**src/rtl/pe_pkg.sv**
```systemverilog
`default_nettype none
`timescale 1ns/1ps
// +------------------------------------------------------------------------+
// | Package     : pe_pkg                                                    |
// | Description : Shared state encodings and widths for the PE datapath.    |
// | Revision    : 1.0 - initial release                                     |
// +------------------------------------------------------------------------+
package pe_pkg;

  // Counter width for the default group size; modules with a different
  // COUNT derive their own width through cnt_width().
  localparam int DEF_COUNT = 4;
  localparam int CNT_W     = $clog2(DEF_COUNT + 1);

  typedef enum logic [0:0] {
    L_IDLE     = 1'b0,
    L_WAIT_LOW = 1'b1
  } l_state_t;

  typedef enum logic [1:0] {
    R_IDLE = 2'd0,
    R_REQ  = 2'd1,
    R_REL  = 2'd2
  } r_state_t;

  function automatic int cnt_width(input int count);
    return $clog2(count + 1);
  endfunction

endpackage
`default_nettype wire

```
**src/rtl/hs_sync.sv**
```systemverilog
`default_nettype none
`timescale 1ns/1ps
// +------------------------------------------------------------------------+
// | Module      : hs_sync                                                   |
// | Description : STAGES-deep flop synchronizer for one handshake wire,     |
// |               synchronously cleared to 0.                               |
// | Revision    : 1.0 - initial release                                     |
// +------------------------------------------------------------------------+
module hs_sync #(
  parameter int STAGES = 2
) (
  input  logic clk,
  input  logic rst,
  input  logic async_i,
  output logic sync_o
);

  logic [STAGES-1:0] sync_q;

  // Shift the asynchronous level through the flop chain.
  always_ff @(posedge clk) begin
    if (rst) begin
      sync_q <= '0;
    end else begin
      sync_q <= {sync_q[STAGES-2:0], async_i};
    end
  end

  assign sync_o = sync_q[STAGES-1];

endmodule
`default_nettype wire

```
**src/rtl/psum_accumulator.sv**
```systemverilog
`default_nettype none
`timescale 1ns/1ps
// +------------------------------------------------------------------------+
// | Module      : psum_accumulator                                          |
// | Description : Sums COUNT words from a 4-phase input channel and emits   |
// |               each sum on a 4-phase output channel; both handshakes     |
// |               are synchronized into clk.                                |
// | Revision    : 1.0 - initial release                                     |
// +------------------------------------------------------------------------+
module psum_accumulator
  import pe_pkg::*;
#(
  parameter int WIDTH       = 8,
  parameter int COUNT       = 4,
  parameter int ACC_WIDTH   = 16,
  parameter int SYNC_STAGES = 2
) (
  input  logic                         clk,
  input  logic                         rst,
  input  logic                         l_req,
  input  logic [WIDTH-1:0]             l_data,
  output logic                         l_ack,
  output logic                         r_req,
  output logic [ACC_WIDTH-1:0]         r_data,
  input  logic                         r_ack,
  output logic [$clog2(COUNT+1)-1:0]   grp_cnt
);

  localparam int               GRP_W    = cnt_width(COUNT);
  localparam logic [GRP_W-1:0] LAST_IDX = GRP_W'(COUNT - 1);

  logic req_s;
  logic ack_s;

  hs_sync #(.STAGES(SYNC_STAGES)) u_req_sync (
    .clk     (clk),
    .rst     (rst),
    .async_i (l_req),
    .sync_o  (req_s)
  );

  hs_sync #(.STAGES(SYNC_STAGES)) u_ack_sync (
    .clk     (clk),
    .rst     (rst),
    .async_i (r_ack),
    .sync_o  (ack_s)
  );

  l_state_t             l_state_q;
  r_state_t             r_state_q;
  logic                 l_ack_q;
  logic                 r_req_q;
  logic [ACC_WIDTH-1:0] acc_q,       acc_d;
  logic [ACC_WIDTH-1:0] hold_q,      hold_d;
  logic [GRP_W-1:0]     cnt_q,       cnt_d;
  logic                 hold_full_q, hold_full_d;

  logic [ACC_WIDTH-1:0] sum;
  logic                 last_word;
  logic                 accept;
  logic                 hold_clr;

  assign sum       = acc_q + ACC_WIDTH'(l_data);
  assign last_word = (cnt_q == LAST_IDX);
  // The final word of a group needs an empty hold register; hold_full is
  // the registered flag, so a release on this edge is seen next cycle.
  assign accept    = (l_state_q == L_IDLE) && req_s && (!last_word || !hold_full_q);
  assign hold_clr  = (r_state_q == R_REL) && !ack_s;

  // Next-state for the accumulator, group counter and hold register.
  always_comb begin
    acc_d       = acc_q;
    cnt_d       = cnt_q;
    hold_d      = hold_q;
    hold_full_d = hold_full_q;
    if (hold_clr) begin
      hold_full_d = 1'b0;
    end
    if (accept) begin
      if (last_word) begin
        hold_d      = sum;
        hold_full_d = 1'b1;
        acc_d       = '0;
        cnt_d       = '0;
      end else begin
        acc_d = sum;
        cnt_d = cnt_q + GRP_W'(1);
      end
    end
  end

  // Datapath registers.
  always_ff @(posedge clk) begin
    if (rst) begin
      acc_q       <= '0;
      cnt_q       <= '0;
      hold_q      <= '0;
      hold_full_q <= 1'b0;
    end else begin
      acc_q       <= acc_d;
      cnt_q       <= cnt_d;
      hold_q      <= hold_d;
      hold_full_q <= hold_full_d;
    end
  end

  // Input channel FSM: ack on accept, release once the request drops.
  always_ff @(posedge clk) begin
    if (rst) begin
      l_state_q <= L_IDLE;
      l_ack_q   <= 1'b0;
    end else begin
      unique case (l_state_q)
        L_IDLE: begin
          if (accept) begin
            l_ack_q   <= 1'b1;
            l_state_q <= L_WAIT_LOW;
          end
        end
        L_WAIT_LOW: begin
          if (!req_s) begin
            l_ack_q   <= 1'b0;
            l_state_q <= L_IDLE;
          end
        end
        default: begin
          l_ack_q   <= 1'b0;
          l_state_q <= L_IDLE;
        end
      endcase
    end
  end

  // Output channel FSM: offer the held sum, free the hold after ack falls.
  always_ff @(posedge clk) begin
    if (rst) begin
      r_state_q <= R_IDLE;
      r_req_q   <= 1'b0;
    end else begin
      unique case (r_state_q)
        R_IDLE: begin
          if (hold_full_q) begin
            r_req_q   <= 1'b1;
            r_state_q <= R_REQ;
          end
        end
        R_REQ: begin
          if (ack_s) begin
            r_req_q   <= 1'b0;
            r_state_q <= R_REL;
          end
        end
        R_REL: begin
          if (!ack_s) begin
            r_state_q <= R_IDLE;
          end
        end
        default: begin
          r_req_q   <= 1'b0;
          r_state_q <= R_IDLE;
        end
      endcase
    end
  end

  assign l_ack   = l_ack_q;
  assign r_req   = r_req_q;
  assign r_data  = hold_q;
  assign grp_cnt = cnt_q;

endmodule
`default_nettype wire

```
**config.mk**
```make
export PLATFORM = sky130hd
export DESIGN_NAME = psum_accumulator
export DESIGN_NICKNAME = d
export VERILOG_FILES = /design/src/rtl/pe_pkg.sv /design/src/rtl/hs_sync.sv /design/src/rtl/psum_accumulator.sv
export SDC_FILE = /design/constraint.sdc
export NUM_CORES = 1
export LEC_CHECK = 0
export CAP_MARGIN = 20
export CORE_ASPECT_RATIO = 1.5
export CORE_UTILIZATION = 30
export CTS_BUF_LIST = sky130_fd_sc_hd__clkbuf_4 sky130_fd_sc_hd__clkbuf_8
export CTS_CLUSTER_SIZE = 8
export DETAILED_ROUTE_END_ITERATION = 10
export GPL_ROUTABILITY_DRIVEN = 0
export HOLD_SLACK_MARGIN = 0.05
export PLACE_DENSITY_LB_ADDON = 0.05
export SLEW_MARGIN = 20
export SYNTH_ARGS = -nofsm -noshare
export SYNTH_HDL_FRONTEND = slang
export SYNTH_HIERARCHICAL = 1
export SYNTH_SLANG_ARGS = --single-unit
export TNS_END_PERCENT = 50
```
**constraint.sdc**
```tcl
create_clock -name clk -period 3.96 [get_ports clk]
set_input_delay 0.792 -clock clk [delete_from_list [all_inputs] [get_ports clk]]
set_output_delay 0.792 -clock clk [all_outputs]
set_load 0.05 [all_outputs]
```
==> out/qor.csv <==
metric,value,unit
io_buffers,32,
htreeDepth,2,
grt_max_degree,43,
hold_viol_final,0,
vias,1831,
syn_avg_cell_area,9.10,µm²
cp.required,4160,ps
fin_nets,296,
io_pins,33,
power_leakage,0.934,nW
drcViolationCount,0,
cts_buffer_depth,2,
layout_common_cells,"dfxtp_1, clkdlybuf4s50_1, nor2_1",
wl_per_cell,14.3,µm
drtPass1Iterations,4,
core_area,6990,µm²
powerDensity,336,nW/µm²
period_share,68.4,%
die_h,107,µm
max_freq,0.369,GHz
viasPerCell,4.94,
cts_sinks,45,
hold_buffers,0,
layout-drive-gt1-share,6.93,%
synth_warnings,6,
crit_path_start_kind,primary input,
max_cap_viol_count,0,
rr_worst_depth,7,
grt_pass1_vias,1719,
final_common_cell,dfxtp_1,
worst_pin_slew,664,ps
cts_root_buffer,clkbuf_8,
path_max_fanout,5,
dp.cells,364,
cp-end-kind,flip-flop,
grt_overflow,0,
placement_rows,37,
hold_ws,447,ps
synth_cell_type_count,48,
synth-edff-count,0,
rrSetupSlack,1860,ps
pwr-share-seq,51.0,%
worstSetupEndpoint,r_data[10],
antenna_found_initial,0,
seq_area_frac_synth,40.9,%
drtIter0Drc,70,
slew_headroom,55.6,%
dieArea,7700,µm²
post_cts_buffers,0,
rsz0062_at_grt,false,
yosys_register_bits,45,
clk_latency,300,ps
ant_nets,0,
num-fill-cells,725,
fin_util,38.6,%
dieWidth,72.0,µm
setup.worst_path.class,primary input to flip-flop,
dpl_cell_area,2590,µm²
combPwrFrac,11.0,%
clkTransAtPathRegs,80,ps
worstSetupStartpoint,l_data[0],
grt_pass1_wl,8.67,mm
syn-num-nets,264,
routed_wl,5.32,mm
cts_tree,done,
status,"finished, final reports clean",
area_delta_synth_final,22.5,%
fin_cells,371,
setup-tns-final,0,ps
grtUsageTotal,14.8,%
power.switching,224,µW
async_reset_ff_share,0,%
layout_min_cycle_time,2710,ps
syn-instance-count,242,
hold_path.class,flip-flop to flip-flop,
start_util,31.5,%
switching_share,24.7,%
ir_drop,0.128,mV
synth_area,2200,µm²
finalInstanceArea,2700,µm²
drv_slew,0,
hpwl,3.76,mm
final-setup-viol-count,0,
r2r-end,r_data[10],
antennaDiodeCount,0,
cts_buffers,5,
intPower,684,µW
post-place-ws,925,ps
cts_resized,0,
power.total,908,µW
setup_slack,1250,ps
critPathArrivalTime,2910,ps
r2r_start,acc_q[0],
fin_worst_skew,6.07,ps
clockPowerShare,38.0,%
synth_flop_cell,dfxtp_1,
## registers in the layout, summed over array words and instances (netlist names)
signal,flops
l_state_q,1
hold_full_q,1
acc_q,16
r_state_q,2
u_req_sync/sync_q,2
r_data,16
l_ack,1
r_req,1
u_ack_sync/sync_q,2
grp_cnt,3
## synthesized netlist by cell type, types with 5 or more instances
cell / number / area [µm²]
nand3_1: 5 / 25.0
o21ai_0: 6 / 30.0
ha_1: 9 / 113
dfxtp_1: 45 / 901
xnor2_1: 12 / 105
a22oi_1: 7 / 52.6
a21oi_1: 17 / 85.1
nor2_1: 26 / 97.6
a211oi_1: 12 / 90.1
inv_1: 5 / 18.8
nor2b_1: 7 / 43.8
or3_1: 6 / 37.5
nand2_1: 22 / 82.6
a21o_1: 5 / 37.5
## cell families (layout without fill, tap and decap cells)
family,count (synthesis),in the layout,share of synthesized area [%]
flops,45,45,40.9
simple gates,86,86,19.5
fa+ha+maj,10,10,6.02
compound gates,73,73,24.2
xor+xnor,14,14,5.57
buf+inv,14,46,3.80
## worst max-delay path, stage by stage
cell and delay [ps]:
clkdlybuf4s50_1 410, ha_1 230, fa_1 430, a211oi_1 370, o21ai_2 160, nand4_1 180, xnor2_1 80, a211oi_1 250
## metal layers
layer  wire (µm)  track usage [%]  up-vias
li1            -                -      944
met1        2570             19.5      850
met2        2540             23.9       33
met3         144             2.82        4
met4          62             5.46        0
met5           0                0        -
## cell type report
type | count | area (µm²) | share of cell area, %
multi-input combinational | 183 | 1220 | 45.2
clock inverter | 2 | 35.0 | 1.30
sequential | 45 | 901 | 33.4
clock buffer | 5 | 68.8 | 2.55
tap | 97 | 121 | 4.50
timing repair buffer | 34 | 335 | 12.4
inverter | 5 | 18.8 | 0.695
## how the worst min path moves through the flow
stage	endpoint	slack [ps]	cells past startpoint	from
floorplan	u_ack_sync/sync_q[1]	410	1	u_ack_sync/sync_q[0]
global placement	u_ack_sync/sync_q[1]	420	1	u_ack_sync/sync_q[0]
detailed placement	u_ack_sync/sync_q[1]	430	1	u_ack_sync/sync_q[0]
CTS	u_ack_sync/sync_q[1]	450	1	u_ack_sync/sync_q[0]
global route	u_ack_sync/sync_q[1]	470	1	u_ack_sync/sync_q[0]
finish	u_ack_sync/sync_q[1]	450	1	u_ack_sync/sync_q[0]
## power by group through the flow
stage | logic, mW | clock network [mW] | registers [mW]
2_1_floorplan | 0.0672 | 0 | 0.478
3_3_place_gp | 0.100 | 0 | 0.474
5_1_grt | 0.110 | 0.377 | 0.465
6_report | 0.0997 | 0.345 | 0.463
4_1_cts | 0.101 | 0.359 | 0.464
3_5_place_dp | 0.100 | 0 | 0.474
Note: power is estimated with default switching activity, not from simulation.
